## config.mk

```make
export PLATFORM = sky130hd
export DESIGN_NAME = pattern_tx
export DESIGN_NICKNAME = d
export VERILOG_FILES = /design/src/rtl/pattern_tx_pkg.sv /design/src/rtl/pattern_tx_shreg.sv /design/src/rtl/pattern_tx.sv
export SDC_FILE = /design/constraint.sdc
export NUM_CORES = 1
export LEC_CHECK = 0
export ABC_CLOCK_PERIOD_IN_PS = 2650
export BUFFER_PORTS_ARGS = -buffer_cell sky130_fd_sc_hd__buf_2
export CAP_MARGIN = 20
export CORE_MARGIN = 2
export CORE_UTILIZATION = 51
export DETAILED_ROUTE_END_ITERATION = 8
export GPL_TIMING_DRIVEN = 0
export HOLD_SLACK_MARGIN = 0.08
export PLACE_DENSITY_LB_ADDON = 0.05
export SYNTH_ARGS = -nofsm -noshare
export SYNTH_HDL_FRONTEND = slang
export SYNTH_SLANG_ARGS = --single-unit
```

## constraint.sdc

```tcl
create_clock -name clk -period 2.65 [get_ports clk]
set_input_delay 0.53 -clock clk [delete_from_list [all_inputs] [get_ports clk]]
set_output_delay 0.53 -clock clk [all_outputs]
set_load 0.02 [all_outputs]
```

## src/rtl/pattern_tx_pkg.sv

```systemverilog
// pattern_tx_pkg: state encoding and default word width shared by the pattern_tx slice
package pattern_tx_pkg;
    localparam logic [1:0] IDLE = 2'b00;
    localparam logic [1:0] SEND = 2'b01;
    localparam logic [1:0] GAP  = 2'b10;
    localparam int DW_DEF = 8;
endpackage

```

## src/rtl/pattern_tx_shreg.sv

```systemverilog
// pattern_tx_shreg: captured pattern register plus down-counter selecting the bit driven next
module pattern_tx_shreg
    import pattern_tx_pkg::*;
#(
    parameter int DW = DW_DEF,
    localparam int LW = $clog2(DW)
) (
    input  logic          clk,
    input  logic          reset,
    input  logic          load,
    input  logic          reload,
    input  logic          shift,
    input  logic [DW-1:0] data,
    input  logic [LW-1:0] len,
    output logic          nxt_bit,
    output logic          last_bit
);
    logic [DW-1:0] sr_q, sr_d;
    logic [LW-1:0] cnt_q, cnt_d, len_q, len_d;

    // The pattern is held intact and indexed by the counter so a repeat can replay it.
    always_comb begin
        sr_d     = load ? data : sr_q;
        len_d    = load ? len : len_q;
        cnt_d    = load ? len : reload ? len_q : shift ? cnt_q - 1'b1 : cnt_q;
        nxt_bit  = sr_d[cnt_d];
        last_bit = cnt_q == '0;
    end

    always_ff @(posedge clk or negedge reset) begin
        if (!reset) begin
            sr_q  <= '0;
            len_q <= '0;
            cnt_q <= '0;
        end else begin
            sr_q  <= sr_d;
            len_q <= len_d;
            cnt_q <= cnt_d;
        end
    end
endmodule

```

## src/rtl/pattern_tx.sv

```systemverilog
// pattern_tx: serial pattern transmitter (IDLE/SEND/GAP); PATTERN_TX_REPEAT_EN adds rpt for frame repeat
module pattern_tx
    import pattern_tx_pkg::*;
#(
    parameter int DW = DW_DEF,
    localparam int LW = $clog2(DW)
) (
    input  logic          clk,
    input  logic          reset,
    input  logic          start,
    input  logic [DW-1:0] data,
    input  logic [LW-1:0] len,
`ifdef PATTERN_TX_REPEAT_EN
    input  logic          rpt,
`endif
    output logic          wo,
    output logic          wo_vld,
    output logic          busy,
    output logic          done
);
    logic [1:0] state_q, state_d;
    logic wo_q, wo_d, wo_vld_q, wo_vld_d, busy_q, busy_d, done_q, done_d;
    logic rpt_i, load, reload, shift, nxt_bit, last_bit;

`ifdef PATTERN_TX_REPEAT_EN
    assign rpt_i = rpt;
`else
    assign rpt_i = 1'b0;
`endif

    pattern_tx_shreg #(.DW(DW)) u_shreg (
        .clk      (clk),
        .reset    (reset),
        .load     (load),
        .reload   (reload),
        .shift    (shift),
        .data     (data),
        .len      (len),
        .nxt_bit  (nxt_bit),
        .last_bit (last_bit)
    );

    // Outputs are computed from the next state so every output is a flop; bad encodings fall to IDLE.
    always_comb begin
        load     = state_q == IDLE && start;
        reload   = state_q == GAP && rpt_i;
        shift    = state_q == SEND && !last_bit;
        state_d  = (load || reload || shift) ? SEND : state_q == SEND ? GAP : IDLE;
        wo_d     = state_d == SEND && nxt_bit;
        wo_vld_d = state_d == SEND;
        busy_d   = state_d != IDLE;
        done_d   = state_d == GAP;
    end

    always_ff @(posedge clk or negedge reset) begin
        if (!reset) begin
            state_q  <= IDLE;
            wo_q     <= 1'b0;
            wo_vld_q <= 1'b0;
            busy_q   <= 1'b0;
            done_q   <= 1'b0;
        end else begin
            state_q  <= state_d;
            wo_q     <= wo_d;
            wo_vld_q <= wo_vld_d;
            busy_q   <= busy_d;
            done_q   <= done_d;
        end
    end

    assign wo     = wo_q;
    assign wo_vld = wo_vld_q;
    assign busy   = busy_q;
    assign done   = done_q;
endmodule

```

==> impl_metrics.env, run 1 <==
export IMPL_outcome="finished, final reports clean"
export IMPL_antenna_found_initial=0
export IMPL_cts_tree="done"
export IMPL_core_um2=1524
export IMPL_post_cts_setup_buffer_count=0
export IMPL_yosysWarnings=0
export IMPL_grt_overflow=0
export IMPL_place_area_um2=934.6
export IMPL_wl_met3_um=56
export IMPL_min_path_type="in2async"
export IMPL_arrival_ns=2.34
export IMPL_relSlewSlack=0.7373
export IMPL_io_buffer_count=17
export IMPL_hold_viol=0
export IMPL_topRoutingLayerUsed="met4"
export IMPL_drc_errors=0
export IMPL_setup_violations=0
export IMPL_powerDensity_nw_per_um2=1263
export IMPL_final_core_util=0.6281
export IMPL_antenna_cells=0
export IMPL_synth_distinct_cells=28
export IMPL_yosys_register_bits=16
export IMPL_seq_area_frac_synth=0.4827
export IMPL_final_area_um2=957.2
export IMPL_post_cts_resized=0
export IMPL_fin_crit_sh=0.8219
export IMPL_final_max_slew_violation_count=0
export IMPL_syn_to_final_growth_pct=15.38
export IMPL_cts_buffer_depth=2
export IMPL_ys_async_sr_fraction=1.000
export IMPL_rrSetupSlack_ns=0.47
export IMPL_path_clk_slew_ns=0.09
export IMPL_grt_max_degree=17
export IMPL_dr_first_iter_drc_count=11
export IMPL_gp_congestion=0.8060
export IMPL_clock_fmax_mhz=459.2
export IMPL_skew_ns=0.009164
export IMPL_startpoint="u_shreg.cnt_q[0]"
export IMPL_tightest_slew_ns=0.3940
export IMPL_avgSynthCellArea_um2=12.76
export IMPL_grt_usage=0.1730
export IMPL_initial_core_util=0.5443
export IMPL_worstSetupStartpointType="register"
export IMPL_syn_nets=81
export IMPL_firstDrtPassIters=3
export IMPL_synth_top_flop_cell="dfrtp_1"
export IMPL_die_x_um=44.33
export IMPL_maxCapViolCount=0
export IMPL_critPathCaptureType="register"
export IMPL_grt_pass1_wl_um=2470
export IMPL_synth_area_um2=829.5
export IMPL_grt_pass1_vias=559
export IMPL_timing_rr_end="wo"
export IMPL_num_vias=564
export IMPL_syn_inst=65
export IMPL_crit_fanout=5
export IMPL_viasPerCell=5.584
export IMPL_ir_drop_mv=0.5961
export IMPL_drtAntennaViolNets=0
export IMPL_cts_htree_levels=1
export IMPL_cts_buffers=3
export IMPL_io_pins=18
export IMPL_wl_um=1402
export IMPL_totalNegativeSetupSlack_ns=0
export IMPL_die_area_um2=1965
export IMPL_cts_root_buf="clkbuf_4"
export IMPL_rr_startpoint="u_shreg.cnt_q[0]"
export IMPL_synth_edf_count=0
export IMPL_leakagePower_nw=0.4371
export IMPL_met1_length_um=662
export IMPL_clk_latency_ns=0.28
export IMPL_rows=14
export IMPL_hold_buffers=0
export IMPL_crit_type="reg2reg"
export IMPL_wl_per_cell_um=13.88
export IMPL_nets=103
export IMPL_r2r_cells=8
export IMPL_cts_sinks=16
export IMPL_hpwl_um=1041
export IMPL_rsz0062_at_grt="no"
export IMPL_fin_crit_ns=2.178
export IMPL_cp_required_ns=2.81
export IMPL_die_y_um=44.33
export IMPL_wl_met2_um=664
export IMPL_drive_above_1_share=0.4471
==> worst max-delay path, stage by stage (launching register included) <==
cell and delay, ns:
dfrtp_1 0.44, inv_1 0.12, ha_1 0.26, nor4bb_2 0.35, a311oi_2 0.07, o21ai_2 0.18
mux2i_1 0.24, nor3b_1 0.08, o31a_1 0.31
==> power by group <==
part           internal, W  total, W  leakage, nW  switching, W
Sequential        0.000362  0.000414        0.186     0.0000521
Combinational     0.000331  0.000672        0.238      0.000341
Clock            0.0000527  0.000123       0.0138     0.0000708
Total             0.000746   0.00121        0.437      0.000464
==> per-layer routing <==
layer | vias up | track usage
li1 | 283 | -
met1 | 263 | 0.2308
met2 | 14 | 0.2824
met3 | 4 | 0.03673
met4 | 0 | 0.05455
met5 | - | 0
==> cell type report <==
| cell class | count | area [um2] |
|---|---|---|
| Fill cell | 124 | 566.8 |
| Sequential cell | 16 | 400.4 |
| Multi-Input combinational cell | 43 | 391.6 |
| Timing Repair Buffer | 17 | 85.08 |
| Clock buffer | 3 | 22.52 |
| Buffer | 2 | 22.52 |
| Tap cell | 16 | 20.02 |
| Inverter | 4 | 15.01 |
==> flip-flops by register name, indices dropped and copies added, names as in the netlist <==
name           flops
u_shreg.sr_q       8
u_shreg.cnt_q      3
busy               1
done               1
state_q            1
wo                 1
wo_vld             1
==> cell usage in the layout (no fill, tap or decap) <==
| master | synthesis | layout |
|---|---|---|
| a21oi_1 | 1 | 1 |
| a22o_1 | 1 | 1 |
| a311oi_1 | 1 | 1 |
| a311oi_2 | 2 | 2 |
| a32oi_1 | 1 | 1 |
| buf_2 | 0 | 17 |
| buf_6 | 2 | 2 |
| clkbuf_4 | 0 | 3 |
| dfrtp_1 | 16 | 16 |
| ha_1 | 2 | 2 |
| inv_1 | 4 | 4 |
| mux2_2 | 8 | 8 |
| mux2i_1 | 4 | 4 |
| nand2_1 | 1 | 1 |
| nand2b_1 | 3 | 3 |
| nand2b_4 | 1 | 1 |
| nor2_1 | 3 | 3 |
| nor2_4 | 1 | 1 |
| nor2b_1 | 2 | 2 |
| nor2b_4 | 1 | 1 |
| nor3_1 | 1 | 1 |
| nor3b_1 | 2 | 2 |
| nor4bb_2 | 1 | 1 |
| o21ai_0 | 1 | 1 |
| o21ai_1 | 1 | 1 |
| o21ai_2 | 1 | 1 |
| o22a_2 | 1 | 1 |
| o22ai_1 | 1 | 1 |
| o31a_1 | 1 | 1 |
| o32a_1 | 1 | 1 |
==> synth_stat cells, types with 2 or more instances <==
cell	count	area (um2)
a311oi_2	2	30.03
buf_6	2	22.52
dfrtp_1	16	400.4
ha_1	2	25.02
inv_1	4	15.01
mux2_2	8	90.09
mux2i_1	4	40.04
nand2b_1	3	18.77
nor2_1	3	11.26
nor2b_1	2	12.51
nor3b_1	2	15.01
==> cells by family after synthesis <==
kind of cell	synth area share
simple gates	0.1463
flops	0.4826
compound gates	0.1388
mux	0.1569
buf+inv	0.04524
fa+ha+maj	0.03016
==> worst max path at each step <==
stage,slack [ns],depth (start not counted),end
2_1_floorplan,0.75,8,wo
3_3_place_gp,0.53,8,wo
3_5_place_dp,0.51,8,wo
4_1_cts,0.46,8,wo
5_1_grt,0.35,8,wo
6_report,0.47,8,wo
==> per-stage QoR <==
| step | std cells | worst slack (ns) | power [W] | hold slack (ns) |
|---|---|---|---|---|
| 6_report | 101 | 0.4721 | 0.001209 | 0.1367 |
| 5_1_grt | 101 | 0.3520 | 0.001302 | 0.1599 |
| 4_1_cts | 101 | 0.4619 | 0.001221 | 0.1483 |
| 3_5_place_dp | 98 | 0.5090 | 0.001087 | 0.4575 |
| 3_3_place_gp | 98 | 0.5329 | 0.001075 | 0.4566 |
| 2_1_floorplan | 65 | 0.7501 | 0.0009471 | 0.2344 |
Note: power is estimated with default switching activity, not from simulation.
==> inputs of run 2 (changes only) <==
--- a/config.mk
+++ b/config.mk
@@ -5,11 +5,12 @@
 export SDC_FILE = /design/constraint.sdc
 export NUM_CORES = 1
 export LEC_CHECK = 0
-export ABC_CLOCK_PERIOD_IN_PS = 2650
+export ABC_AREA = 1
+export ABC_CLOCK_PERIOD_IN_PS = 2000
 export BUFFER_PORTS_ARGS = -buffer_cell sky130_fd_sc_hd__buf_2
 export CAP_MARGIN = 20
 export CORE_MARGIN = 2
-export CORE_UTILIZATION = 51
+export CORE_UTILIZATION = 47
 export DETAILED_ROUTE_END_ITERATION = 8
 export GPL_TIMING_DRIVEN = 0
 export HOLD_SLACK_MARGIN = 0.08
==> constraint.sdc (replaced) <==
create_clock -name clk -period 2 [get_ports clk]
set_input_delay 0.4 -clock clk [delete_from_list [all_inputs] [get_ports clk]]
set_output_delay 0.4 -clock clk [all_outputs]
set_load 0.02 [all_outputs]
==> run 2 against run 1 <==
Effect of this change:
- final cell count increased by 50%
- non-clock buffer count unchanged
- core utilization decreased by 4.0 points
- sequential cell count unchanged
- combinational power increased by 44%
- clock skew decreased by 0.0032 ns
- critical path type unchanged
- largest cell class unchanged
- highest routed layer unchanged
==> impl_metrics.env, run 2 <==
export IMPL_outcome="finished, final reports clean"
export IMPL_fin_crit_sh=0.8531
export IMPL_tightest_slew_ns=0.3677
export IMPL_firstDrtPassIters=2
export IMPL_hold_viol=0
export IMPL_netlist_top_cells_count="22 x nand2_1, 21 x inv_1, 16 x dfrtp_1"
export IMPL_syn_nets=122
export IMPL_r2r_cells=12
export IMPL_cts_buffer_depth=2
export IMPL_fillers=186
export IMPL_grt_max_degree=17
export IMPL_antenna_cells=0
export IMPL_cts_htree_levels=1
export IMPL_core_um2=1745
export IMPL_synth_edf_count=0
export IMPL_place_area_um2=994.7
export IMPL_min_path_type="in2reg"
export IMPL_drtAntennaViolNets=0
export IMPL_relSlewSlack=0.7549
export IMPL_rows=15
export IMPL_viasPerCell=4.586
export IMPL_yosysMostFrequentCell="nand2_1"
export IMPL_layout_commonest_cell="nand2_1"
export IMPL_synthTopCellsByArea="dfrtp_1 46%, nand2_1 9.4%, inv_1 9.0%"
export IMPL_drive_above_1_share=0.2835
export IMPL_setup_violations=0
export IMPL_io_pins=18
export IMPL_switching_share=0.4630
export IMPL_wl_per_cell_um=10.28
export IMPL_hpwl_um=1153
export IMPL_slowest_delay_ns=0.37
export IMPL_power_frac_comb=0.576
export IMPL_die_x_um=47.23
export IMPL_path_clk_slew_ns=0.09
export IMPL_hp_start="data[2]"
export IMPL_cts_root_buf="clkbuf_4"
export IMPL_seq_area_frac_synth=0.4558
export IMPL_cp_required_ns=2.18
export IMPL_synth_distinct_cells=21
export IMPL_holdPathEnd="u_shreg.sr_q[2]"
export IMPL_synth_top_flop_cell="dfrtp_1"
export IMPL_leakagePower_nw=0.5689
export IMPL_ir_drop_mv=0.7669
export IMPL_wl_met2_um=726
export IMPL_cts_buffers=3
export IMPL_critPathMostFrequentCell="nand2_1"
export IMPL_multiInputGateArea_um2=376.6
export IMPL_die_y_um=47.23
export IMPL_crit_fanout=7
export IMPL_power_frac_clock=0.100
export IMPL_met1_length_um=757
export IMPL_syn_to_final_growth_pct=16.95
export IMPL_clock_fmax_mhz=586.1
export IMPL_rsz0062_at_grt="no"
export IMPL_largest_reg_flops=8
export IMPL_topRoutingLayerUsed="met4"
export IMPL_fin_crit_ns=1.706
export IMPL_largestRegisters="u_shreg.sr_q (8), u_shreg.cnt_q (3)"
export IMPL_maxCapViolCount=0
export IMPL_final_area_um2=1027
export IMPL_rrSetupSlack_ns=0.29
export IMPL_die_area_um2=2231
export IMPL_timing_rr_end="wo"
export IMPL_critPathCaptureType="register"
export IMPL_io_buffer_count=17
export IMPL_wl_um=1563
export IMPL_grt_pass1_vias=601
export IMPL_yosysTopAreaCell="dfrtp_1"
export IMPL_antenna_found_initial=0
export IMPL_gp_congestion=0.7891
export IMPL_setup_slack_ns=0.2937
export IMPL_initial_core_util=0.5032
export IMPL_avgSynthCellArea_um2=8.286
export IMPL_crit_chain="inv_1 > ha_1 > nand2_1 > nand2_4 > nand2_2 > nand3_2 > nand2_2 > nand2_1 > nand3_1 > nand2_1 > nor2_1 > nor2_1"
export IMPL_num_vias=697
export IMPL_p_switching_w=0.0007796
export IMPL_dr_first_iter_drc_count=9
export IMPL_arrival_ns=1.89
export IMPL_cts_sinks=16
export IMPL_grt_pass1_wl_um=2394
export IMPL_ys_async_sr_fraction=1.000
export IMPL_cts_tree="done"
export IMPL_rr_startpoint="u_shreg.cnt_q[0]"
export IMPL_syn_inst=106
export IMPL_hold_depth=3
export IMPL_synth_top_cell_area_share=0.4558
export IMPL_nets=145
export IMPL_dp_worst_setup_slack_ns=0.3313
export IMPL_wl_met3_um=47
export IMPL_most_common_layout_cells="22 x nand2_1, 21 x inv_1, 17 x buf_2"
export IMPL_critPathSlowestCell="dfrtp_1"
export IMPL_crit_type="reg2reg"
export IMPL_synth_area_um2=878.3
export IMPL_regMostFlops="u_shreg.sr_q"
export IMPL_yosys_register_bits=16
export IMPL_powerDensity_nw_per_um2=1639
export IMPL_final_core_util=0.5885
export IMPL_regArea_um2=400.4
export IMPL_worstSetupStartpointType="register"
export IMPL_internal_power_w=0.0009041
export IMPL_yosysWarnings=0
export IMPL_post_cts_setup_buffer_count=0
export IMPL_final_max_slew_violation_count=0
export IMPL_power_frac_seq=0.325
export IMPL_grt_usage=0.1579
export IMPL_path_buf_inv=1
export IMPL_drc_errors=0
export IMPL_clk_latency_ns=0.29
export IMPL_skew_ns=0.005978
export IMPL_totalNegativeSetupSlack_ns=0
export IMPL_grt_overflow=0
export IMPL_critical_path_top_delay_family="simple AND/OR/NAND/NOR gates"
[run 2: through the flow]
stage	hold slack (ns)	power (W)	std cells
after detailed placement	0.3391	0.001525	148
after floorplan	0.1044	0.001324	106
after global placement	0.3353	0.001506	148
after CTS	0.3441	0.001699	152
after global routing	0.3675	0.001833	152
final	0.3455	0.001684	152
[run 2: timing repair]
| action | CTS | global route |
|---|---|---|
| endpoints found under the hold margin | 16 | 0 |
| resized for setup | 0 | 0 |
| hold buffers | 1 | 0 |
[run 2: power by group through the flow]
| stage | Sequential [W] | Clock [W] | Combinational (W) |
|---|---|---|---|
| floorplan | 0.000592 | 0 | 0.000732 |
| global placement | 0.000550 | 0 | 0.000956 |
| detailed placement | 0.000555 | 0 | 0.000970 |
| CTS | 0.000548 | 0.000174 | 0.000977 |
| global route | 0.000563 | 0.000179 | 0.00109 |
| finish | 0.000547 | 0.000168 | 0.000969 |
[run 2: worst max path at each step]
stage,start,to,slack (ns),depth (start not counted)
after CTS,u_shreg.cnt_q[0],wo,0.31,12
after global placement,u_shreg.cnt_q[0],wo,0.34,12
after floorplan,u_shreg.cnt_q[0],wo,0.50,12
final,u_shreg.cnt_q[0],wo,0.29,12
after detailed placement,u_shreg.cnt_q[0],wo,0.33,12
after global routing,u_shreg.cnt_q[0],wo,0.15,12
[run 2: layout make-up]
| type | instances | share of cell area |
|---|---|---|
| Multi-Input combinational cell | 66 | 0.3666 |
| Inverter | 23 | 0.08404 |
| Tap cell | 25 | 0.03045 |
| Clock buffer | 3 | 0.02192 |
| Sequential cell | 16 | 0.3898 |
| Buffer | 1 | 0.01462 |
| Timing Repair Buffer | 18 | 0.09257 |
[run 2: kinds of logic after synthesis]
kind of cell,Yosys count,share of synthesized area
AO/OA/AOI/OAI,8,0.05555
flip-flops,16,0.4558
buffers and inverters,24,0.1154
AND/OR/NAND/NOR,56,0.3447
adder cells (fa/ha/maj),2,0.02849
[run 2: per-layer routing]
layer / vias to the layer above / track usage
met4: 0 / 0.08333
met1: 313 / 0.1871
met2: 12 / 0.2730
met3: 5 / 0.02308
met5: - / 0
li1: 367 / -
[run 2: worst reg2reg max path, stage by stage, from the launching register on]
cell	delay (ns)
dfrtp_1	0.37
inv_1	0.10
ha_1	0.20
nand2_1	0.22
nand2_4	0.11
nand2_2	0.07
nand3_2	0.10
nand2_2	0.13
nand2_1	0.06
nand3_1	0.07
nand2_1	0.05
nor2_1	0.08
nor2_1	0.05
